### src/rtl/mul_div_unit.sv
// Multi-cycle RV32M/RV64M multiply/divide unit with valid/ready handshake.
// One radix-2 shift-add / restoring-divide datapath shared by all M ops.
module mul_div_unit #(
  parameter int DATA_W = 32
) (
  input  logic              Clk,
  input  logic              Rst,
  input  logic              InValid,
  output logic              InReady,
  input  logic [2:0]        Funct,
  input  logic [DATA_W-1:0] InputA,
  input  logic [DATA_W-1:0] InputB,
  input  logic              Flush,
  output logic              OutValid,
  input  logic              OutReady,
  output logic [DATA_W-1:0] Result,
  output logic              DivByZero,
  output logic              Overflow
);

  localparam int W     = DATA_W;
  localparam int CNT_W = $clog2(DATA_W) + 1;
  localparam logic [W-1:0] MIN = {1'b1, {(W-1){1'b0}}};

  typedef enum logic [1:0] {IDLE, CALC, FIX, DONE} state_t;

  state_t           state, state_nx;
  logic [CNT_W-1:0] cnt;
  logic [2:0]       op;
  logic             neg_a, neg_b;
  logic [2*W-1:0]   acc;
  logic [W-1:0]     b;

  logic             accept, special, is_div;
  logic             signed_a, signed_b, sa, sb;
  logic             div_zero, div_ovf;
  logic [W-1:0]     mag_a, mag_b, spec_res;
  logic [W:0]       sum, r, rd;
  logic             ge;
  logic [2*W-1:0]   mul_step, div_step, prod;
  logic [W-1:0]     res_fix;

  always_comb begin
    signed_a = 1'b0;
    signed_b = 1'b0;
    case (Funct)
      3'd1, 3'd4, 3'd6: begin
        signed_a = 1'b1;
        signed_b = 1'b1;
      end
      3'd2:    signed_a = 1'b1;
      default: ;
    endcase
  end

  assign is_div   = Funct[2];
  assign sa       = signed_a & InputA[W-1];
  assign sb       = signed_b & InputB[W-1];
  assign mag_a    = sa ? -InputA : InputA;
  assign mag_b    = sb ? -InputB : InputB;
  assign div_zero = is_div && (InputB == '0);
  assign div_ovf  = is_div && !Funct[0] && !div_zero
                    && (InputA == MIN) && (InputB == '1);
  assign special  = div_zero | div_ovf;
  assign accept   = InValid && InReady && !Flush;

  always_comb begin
    spec_res = '0;
    if (div_zero)
      spec_res = Funct[1] ? InputA : '1;
    else if (div_ovf)
      spec_res = Funct[1] ? '0 : InputA;
  end

  // acc holds {hi, lo}: product halves, or {remainder, dividend/quotient}
  assign sum      = {1'b0, acc[2*W-1:W]} + (acc[0] ? {1'b0, b} : '0);
  assign mul_step = {sum, acc[W-1:1]};
  assign r        = {acc[2*W-1:W], acc[W-1]};
  assign ge       = r >= {1'b0, b};
  assign rd       = ge ? r - {1'b0, b} : r;
  assign div_step = {rd[W-1:0], acc[W-2:0], ge};

  assign prod = (neg_a ^ neg_b) ? -acc : acc;

  always_comb begin
    res_fix = '0;
    case (op)
      3'd0:             res_fix = prod[W-1:0];
      3'd1, 3'd2, 3'd3: res_fix = prod[2*W-1:W];
      3'd4, 3'd5:
        res_fix = (neg_a ^ neg_b) ? -acc[W-1:0] : acc[W-1:0];
      default:
        res_fix = neg_a ? -acc[2*W-1:W] : acc[2*W-1:W];
    endcase
  end

  always_ff @(posedge Clk or posedge Rst) begin
    if (Rst) state <= IDLE;
    else     state <= state_nx;
  end

  always_comb begin
    state_nx = state;
    case (state)
      IDLE: if (accept) state_nx = special ? DONE : CALC;
      CALC: if (cnt == CNT_W'(W-1)) state_nx = FIX;
      FIX:  state_nx = DONE;
      DONE: if (OutReady) state_nx = IDLE;
      default: state_nx = IDLE;
    endcase
    if (Flush) state_nx = IDLE;
  end

  always_comb begin
    InReady  = (state == IDLE);
    OutValid = (state == DONE);
  end

  always_ff @(posedge Clk or posedge Rst) begin
    if (Rst) begin
      cnt       <= '0;
      op        <= '0;
      neg_a     <= 1'b0;
      neg_b     <= 1'b0;
      acc       <= '0;
      b         <= '0;
      Result    <= '0;
      DivByZero <= 1'b0;
      Overflow  <= 1'b0;
    end else if (Flush) begin
      DivByZero <= 1'b0;
      Overflow  <= 1'b0;
    end else begin
      case (state)
        IDLE: if (accept) begin
          op        <= Funct;
          neg_a     <= sa;
          neg_b     <= sb;
          acc       <= {{W{1'b0}}, mag_a};
          b         <= mag_b;
          cnt       <= '0;
          DivByZero <= div_zero;
          Overflow  <= div_ovf;
          if (special) Result <= spec_res;
        end
        CALC: begin
          cnt <= cnt + 1'b1;
          acc <= op[2] ? div_step : mul_step;
        end
        FIX:     Result <= res_fix;
        default: ;
      endcase
    end
  end

endmodule

### config.mk
export PLATFORM = sky130hd
export DESIGN_NAME = mul_div_unit
export DESIGN_NICKNAME = d
export VERILOG_FILES = /design/src/rtl/mul_div_unit.sv
export SDC_FILE = /design/constraint.sdc
export NUM_CORES = 1
export LEC_CHECK = 0
export CORE_UTILIZATION = 49
export DETAILED_ROUTE_END_ITERATION = 16
export PLACE_DENSITY = 0.79
export SLEW_MARGIN = 20
export SYNTH_ARGS = -nofsm -noshare
export SYNTH_HDL_FRONTEND = slang
export SYNTH_SLANG_ARGS = --single-unit
### constraint.sdc
create_clock -name Clk -period 6.6 [get_ports Clk]
set_input_delay 1.32 -clock Clk [delete_from_list [all_inputs] [get_ports Clk]]
set_output_delay 1.32 -clock Clk [all_outputs]
set_load 0.005 [all_outputs]
==> impl_results.html <==
<table>
<tr><th>Metric</th><th>Value</th></tr>
<tr><th colspan="2">Status</th></tr>
<tr><td>Outcome</td><td>complete, no violations</td></tr>
<tr><th colspan="2">Synth</th></tr>
<tr><td>Post-synth top area cell</td><td>sky130_fd_sc_hd__dfrtp_1</td></tr>
<tr><td>Count of cell types in the netlist</td><td>77</td></tr>
<tr><td>Most frequently used cell type in the post-synthesis netlist</td><td>sky130_fd_sc_hd__o21ai_0</td></tr>
<tr><td>Post-synthesis simple-gate area fraction</td><td>20.3%</td></tr>
<tr><td>Mapped Cells</td><td>1933</td></tr>
<tr><td>Synthesis Warnings</td><td>0</td></tr>
<tr><td>Mux contribution to synthesized area</td><td>3.74%</td></tr>
<tr><td>Syn Std Cell Area</td><td>14500 um^2</td></tr>
<tr><td>EDFF count, synth</td><td>0</td></tr>
<tr><td>Top cell types by occurrence after synthesis</td><td>sky130_fd_sc_hd__o21ai_0, sky130_fd_sc_hd__nand2_1, sky130_fd_sc_hd__nor2_1</td></tr>
<tr><td>Synth Register Bits</td><td>143</td></tr>
<tr><td>Avg Cell Area, Syn</td><td>7.49 um^2</td></tr>
<tr><td>Leading register cell type out of synthesis</td><td>sky130_fd_sc_hd__dfrtp_1</td></tr>
<tr><td>Seq/Total Area, Yosys</td><td>24.7%</td></tr>
<tr><td>Adder-cell share of the synthesized area</td><td>6.68%</td></tr>
<tr><td>Post-synthesis async set-or-reset flop share</td><td>100%</td></tr>
<tr><td>Syn Nets</td><td>2081</td></tr>
<tr><td>Synthesized-area fraction occupied by xor and xnor cells</td><td>11.0%</td></tr>
<tr><td>Share of the synthesized area in the top cell type</td><td>24.7%</td></tr>
<tr><td>Main combinational cell family by area after synthesis</td><td>compound AO/OA/AOI/OAI gates</td></tr>
<tr><td>Share of the synthesized area in compound gates (AO/OA/AOI/OAI)</td><td>27.9%</td></tr>
<tr><td>Top cells by area in the synthesized netlist</td><td>sky130_fd_sc_hd__dfrtp_1, sky130_fd_sc_hd__o21ai_0, sky130_fd_sc_hd__ha_1, sky130_fd_sc_hd__xnor2_1, sky130_fd_sc_hd__nand2_1</td></tr>
<tr><th colspan="2">Setup path</th></tr>
<tr><td>Reg2Reg Capture Point</td><td>acc[61]</td></tr>
<tr><td>Startpoint Class</td><td>input pin</td></tr>
<tr><td>CP arrival</td><td>5.38 ns</td></tr>
<tr><td>FF-to-FF Start</td><td>acc[0]</td></tr>
<tr><td>Critical Path RT</td><td>6.95 ns</td></tr>
<tr><td>Critical Setup Path Class</td><td>input pin to flop</td></tr>
<tr><td>Sort of element at the end of the critical path</td><td>flop</td></tr>
<tr><td>Register-to-register path setup slack</td><td>2.23 ns</td></tr>
<tr><td>Maximum net fanout on the critical path</td><td>49</td></tr>
<tr><td>Worst r2r path cells</td><td>12</td></tr>
<tr><th colspan="2">Floorplan</th></tr>
<tr><td>Initial Util</td><td>50.1%</td></tr>
<tr><td>Die Footprint</td><td>30200 um^2</td></tr>
<tr><td>Boundary Pins</td><td>108</td></tr>
<tr><td>Die W</td><td>174 um</td></tr>
<tr><td>Site Rows</td><td>62</td></tr>
<tr><td>Chip Height</td><td>174 um</td></tr>
<tr><td>Floorplan Core Area</td><td>28900 um^2</td></tr>
<tr><th colspan="2">Power</th></tr>
<tr><td>Internal power</td><td>4.26 mW</td></tr>
<tr><td>Largest vdd supply drop</td><td>0.000253 V</td></tr>
<tr><td>Clock Power Share</td><td>12.1%</td></tr>
<tr><td>Power density relative to cell area</td><td>547 nW/um^2</td></tr>
<tr><td>Switching pwr</td><td>4.65 mW</td></tr>
<tr><td>Switching power as a share of total power</td><td>52.2%</td></tr>
<tr><td>Combinational fraction of design power</td><td>66.6%</td></tr>
<tr><td>Share of total power in sequential cells</td><td>21.3%</td></tr>
<tr><td>Static Leakage</td><td>6.71 nW</td></tr>
<tr><th colspan="2">Placed design</th></tr>
<tr><td>Number of placed cells counting well taps</td><td>2303</td></tr>
<tr><td>GPL Wtd Cong</td><td>0.986</td></tr>
<tr><td>Total placed instance area</td><td>15600 um^2</td></tr>
<tr><td>Worst setup slack after placement</td><td>1.27 ns</td></tr>
<tr><td>Number of buffers inserted by port buffering</td><td>107</td></tr>
<tr><td>Final HPWL DP</td><td>34.5 mm</td></tr>
<tr><th colspan="2">Clock tree</th></tr>
<tr><td>Cts-stage hold buffer count</td><td>0</td></tr>
<tr><td>Clk Latency, worst-skew pair</td><td>0.45 ns</td></tr>
<tr><td>Clock buffer depth</td><td>2</td></tr>
<tr><td>Number of buffers created by CTS</td><td>17</td></tr>
<tr><td>Clock slew at reported path FFs</td><td>0.06 ns</td></tr>
<tr><td>Number of sinks on the clock net</td><td>143</td></tr>
<tr><td>Clock Root Buffer</td><td>sky130_fd_sc_hd__clkbuf_16</td></tr>
<tr><td>Number of buffers inserted to repair setup after CTS</td><td>0</td></tr>
<tr><td>Clock tree from TritonCTS</td><td>built</td></tr>
<tr><td># H-tree levels</td><td>4</td></tr>
<tr><td>Resized cells post-CTS</td><td>0</td></tr>
<tr><th colspan="2">Drt</th></tr>
<tr><td>Initial DRC count</td><td>1555</td></tr>
<tr><td>1st-pass router iterations</td><td>6</td></tr>
<tr><td>Average routed wire per standard cell</td><td>20.3 um</td></tr>
<tr><td>Vias per cell</td><td>6.50</td></tr>
<tr><td>Detailed-route DRC error count</td><td>0</td></tr>
<tr><td>Vias</td><td>15200</td></tr>
<tr><td>Post-route ant nets</td><td>0</td></tr>
<tr><td>Sum of routed wire length over all layers</td><td>47.5 mm</td></tr>
<tr><th colspan="2">STA</th></tr>
<tr><td>Final critical delay including setup and external delays</td><td>5.03 ns</td></tr>
<tr><td>F_max</td><td>199 MHz</td></tr>
<tr><td>Worst slew margin relative to its limit</td><td>22.1%</td></tr>
<tr><td>Actual slew at the worst max-slew pin</td><td>1.17 ns</td></tr>
<tr><td>Final slew viol count</td><td>0</td></tr>
<tr><td>Final period util</td><td>76.2%</td></tr>
<tr><td>Count of endpoints failing hold in the final timing report</td><td>0</td></tr>
<tr><td>Total setup violations reported at the end of the flow</td><td>0</td></tr>
<tr><td>Summed negative setup slack over all endpoints</td><td>0 ns</td></tr>
<tr><td>Clock skew</td><td>0.0113 ns</td></tr>
<tr><td>Worst Setup Slack, final</td><td>1.57 ns</td></tr>
<tr><td>Unrepaired setup endpoints after global routing</td><td>false</td></tr>
<tr><th colspan="2">Job</th></tr>
<tr><td>Max Cap Viol</td><td>0</td></tr>
<tr><th colspan="2">Final layout</th></tr>
<tr><td>Fin cells</td><td>2336</td></tr>
<tr><td>Final-stage net count</td><td>2087</td></tr>
<tr><td>Number of diodes</td><td>0</td></tr>
<tr><td>Fraction of final layout cells sized beyond drive strength 1</td><td>4.25%</td></tr>
<tr><td>Synth-to-layout area growth</td><td>12.5%</td></tr>
<tr><td>Post-route cell area</td><td>16300 um^2</td></tr>
<tr><td>End-of-flow core utilization</td><td>56.4%</td></tr>
<tr><th colspan="2">Min path</th></tr>
<tr><td>Depth of the worst hold-timing path</td><td>2</td></tr>
<tr><td>Class of the most critical hold timing path</td><td>flop to flop</td></tr>
<tr><td>Hold Crit Start</td><td>b[28]</td></tr>
<tr><td>WHS Endpoint</td><td>b[28]</td></tr>
<tr><th colspan="2">Global routing</th></tr>
<tr><td>Maximum number of pins on one net before global-route repair</td><td>94</td></tr>
<tr><td>Total global-route track usage</td><td>31.1%</td></tr>
<tr><td>Initial antenna violation count</td><td>0</td></tr>
<tr><td>Number of global-route vias before repair</td><td>14100</td></tr>
<tr><td>Global-route wire length before repair</td><td>75.3 mm</td></tr>
<tr><td>Total grt overflow</td><td>0</td></tr>
</table>
## sequential cells by signal, indices dropped and copies added (netlist names)
signal	cells
acc	64
Result	32
b	32
cnt	6
op	3
state	2
DivByZero	1
Overflow	1
neg_a	1
neg_b	1
## layout make-up
type | count | area [um^2]
tap | 384 | 480
sequential | 143 | 3580
inverter | 69 | 264
timing repair buffer | 123 | 1200
multi-input combinational | 1585 | 10100
clock inverter | 13 | 185
fill | 2652 | 12600
clock buffer | 19 | 443
## power by group through the flow
stage / logic [mW] / registers (mW) / clock network (mW)
6_report: 5.93 / 1.90 / 1.08
5_1_grt: 6.47 / 1.94 / 1.11
4_1_cts: 5.77 / 1.87 / 1.08
2_1_floorplan: 4.54 / 1.54 / 0
3_3_place_gp: 5.61 / 1.86 / 0
3_5_place_dp: 5.71 / 1.88 / 0
## how the worst max path moves through the flow
stage | startpoint | end | slack, ns | depth (start not counted)
after detailed placement | InputA[6] | Result[31] | 1.27 | 11
after CTS | InputA[6] | Result[31] | 1.66 | 11
after global routing | InputA[6] | Result[31] | 1.32 | 11
after global placement | InputB[8] | Result[31] | 1.37 | 11
final | InputA[6] | Result[31] | 1.57 | 11
after floorplan | Rst | DivByZero | 1.44 | 1
## critical path, cell delays in order
cell and delay [ns]:
sky130_fd_sc_hd__clkdlybuf4s50_1 0.50, sky130_fd_sc_hd__or4_1 0.60, sky130_fd_sc_hd__nor3_1 0.35, sky130_fd_sc_hd__nand4_1 0.43, sky130_fd_sc_hd__nor4_2 0.58, sky130_fd_sc_hd__nor2_1 0.13
sky130_fd_sc_hd__or2_2 0.35, sky130_fd_sc_hd__a21oi_4 0.14, sky130_fd_sc_hd__buf_4 0.42, sky130_fd_sc_hd__nand2_1 0.29, sky130_fd_sc_hd__o221ai_1 0.26
## cell usage in the layout (no fill, tap or decap), drive strengths merged, types with 17 or more instances in the layout
master and count:
a21o 36, a21oi 125, a22oi 21, a31oi 41, clkbuf 19, clkdlybuf4s50 107
dfrtp 143, ha 74, inv 71, mux2i 54, nand2 218, nand2b 17
nand3 34, nand4 25, nor2 169, nor3 36, nor4 21, o21a 17
o21ai 247, o221ai 20, o22ai 17, o31ai 33, o41ai 18, or3 21
xnor2 99, xor2 83
## through the flow
stage / hold slack [ns] / total power [mW]
2_1_floorplan: 0.450 / 6.08
3_3_place_gp: 0.463 / 7.47
3_5_place_dp: 0.473 / 7.58
4_1_cts: 0.486 / 8.71
5_1_grt: 0.513 / 9.52
6_report: 0.483 / 8.91
## cells by family (layout without fill, tap and decap cells)
logic type	after synthesis	in the layout
AOI/OAI and AO/OA	653	653
xor gates and xnor gates	182	182
adders and majority gates	76	76
buffers and inverters	205	224
DFF	143	143
muxes	54	54
and+or+nand+nor	620	620
## layer usage
metal	part of all wire [%]	track usage (%)	wire, um	vias to the layer above
li1	-	-	-	7013
met1	42	40.9	19800	7185
met2	45	48.8	21200	842
met3	9.8	7.28	4640	150
met4	4.0	13.1	1900	0
met5	0	0	0	-
Power figures use the tool's default switching activity.
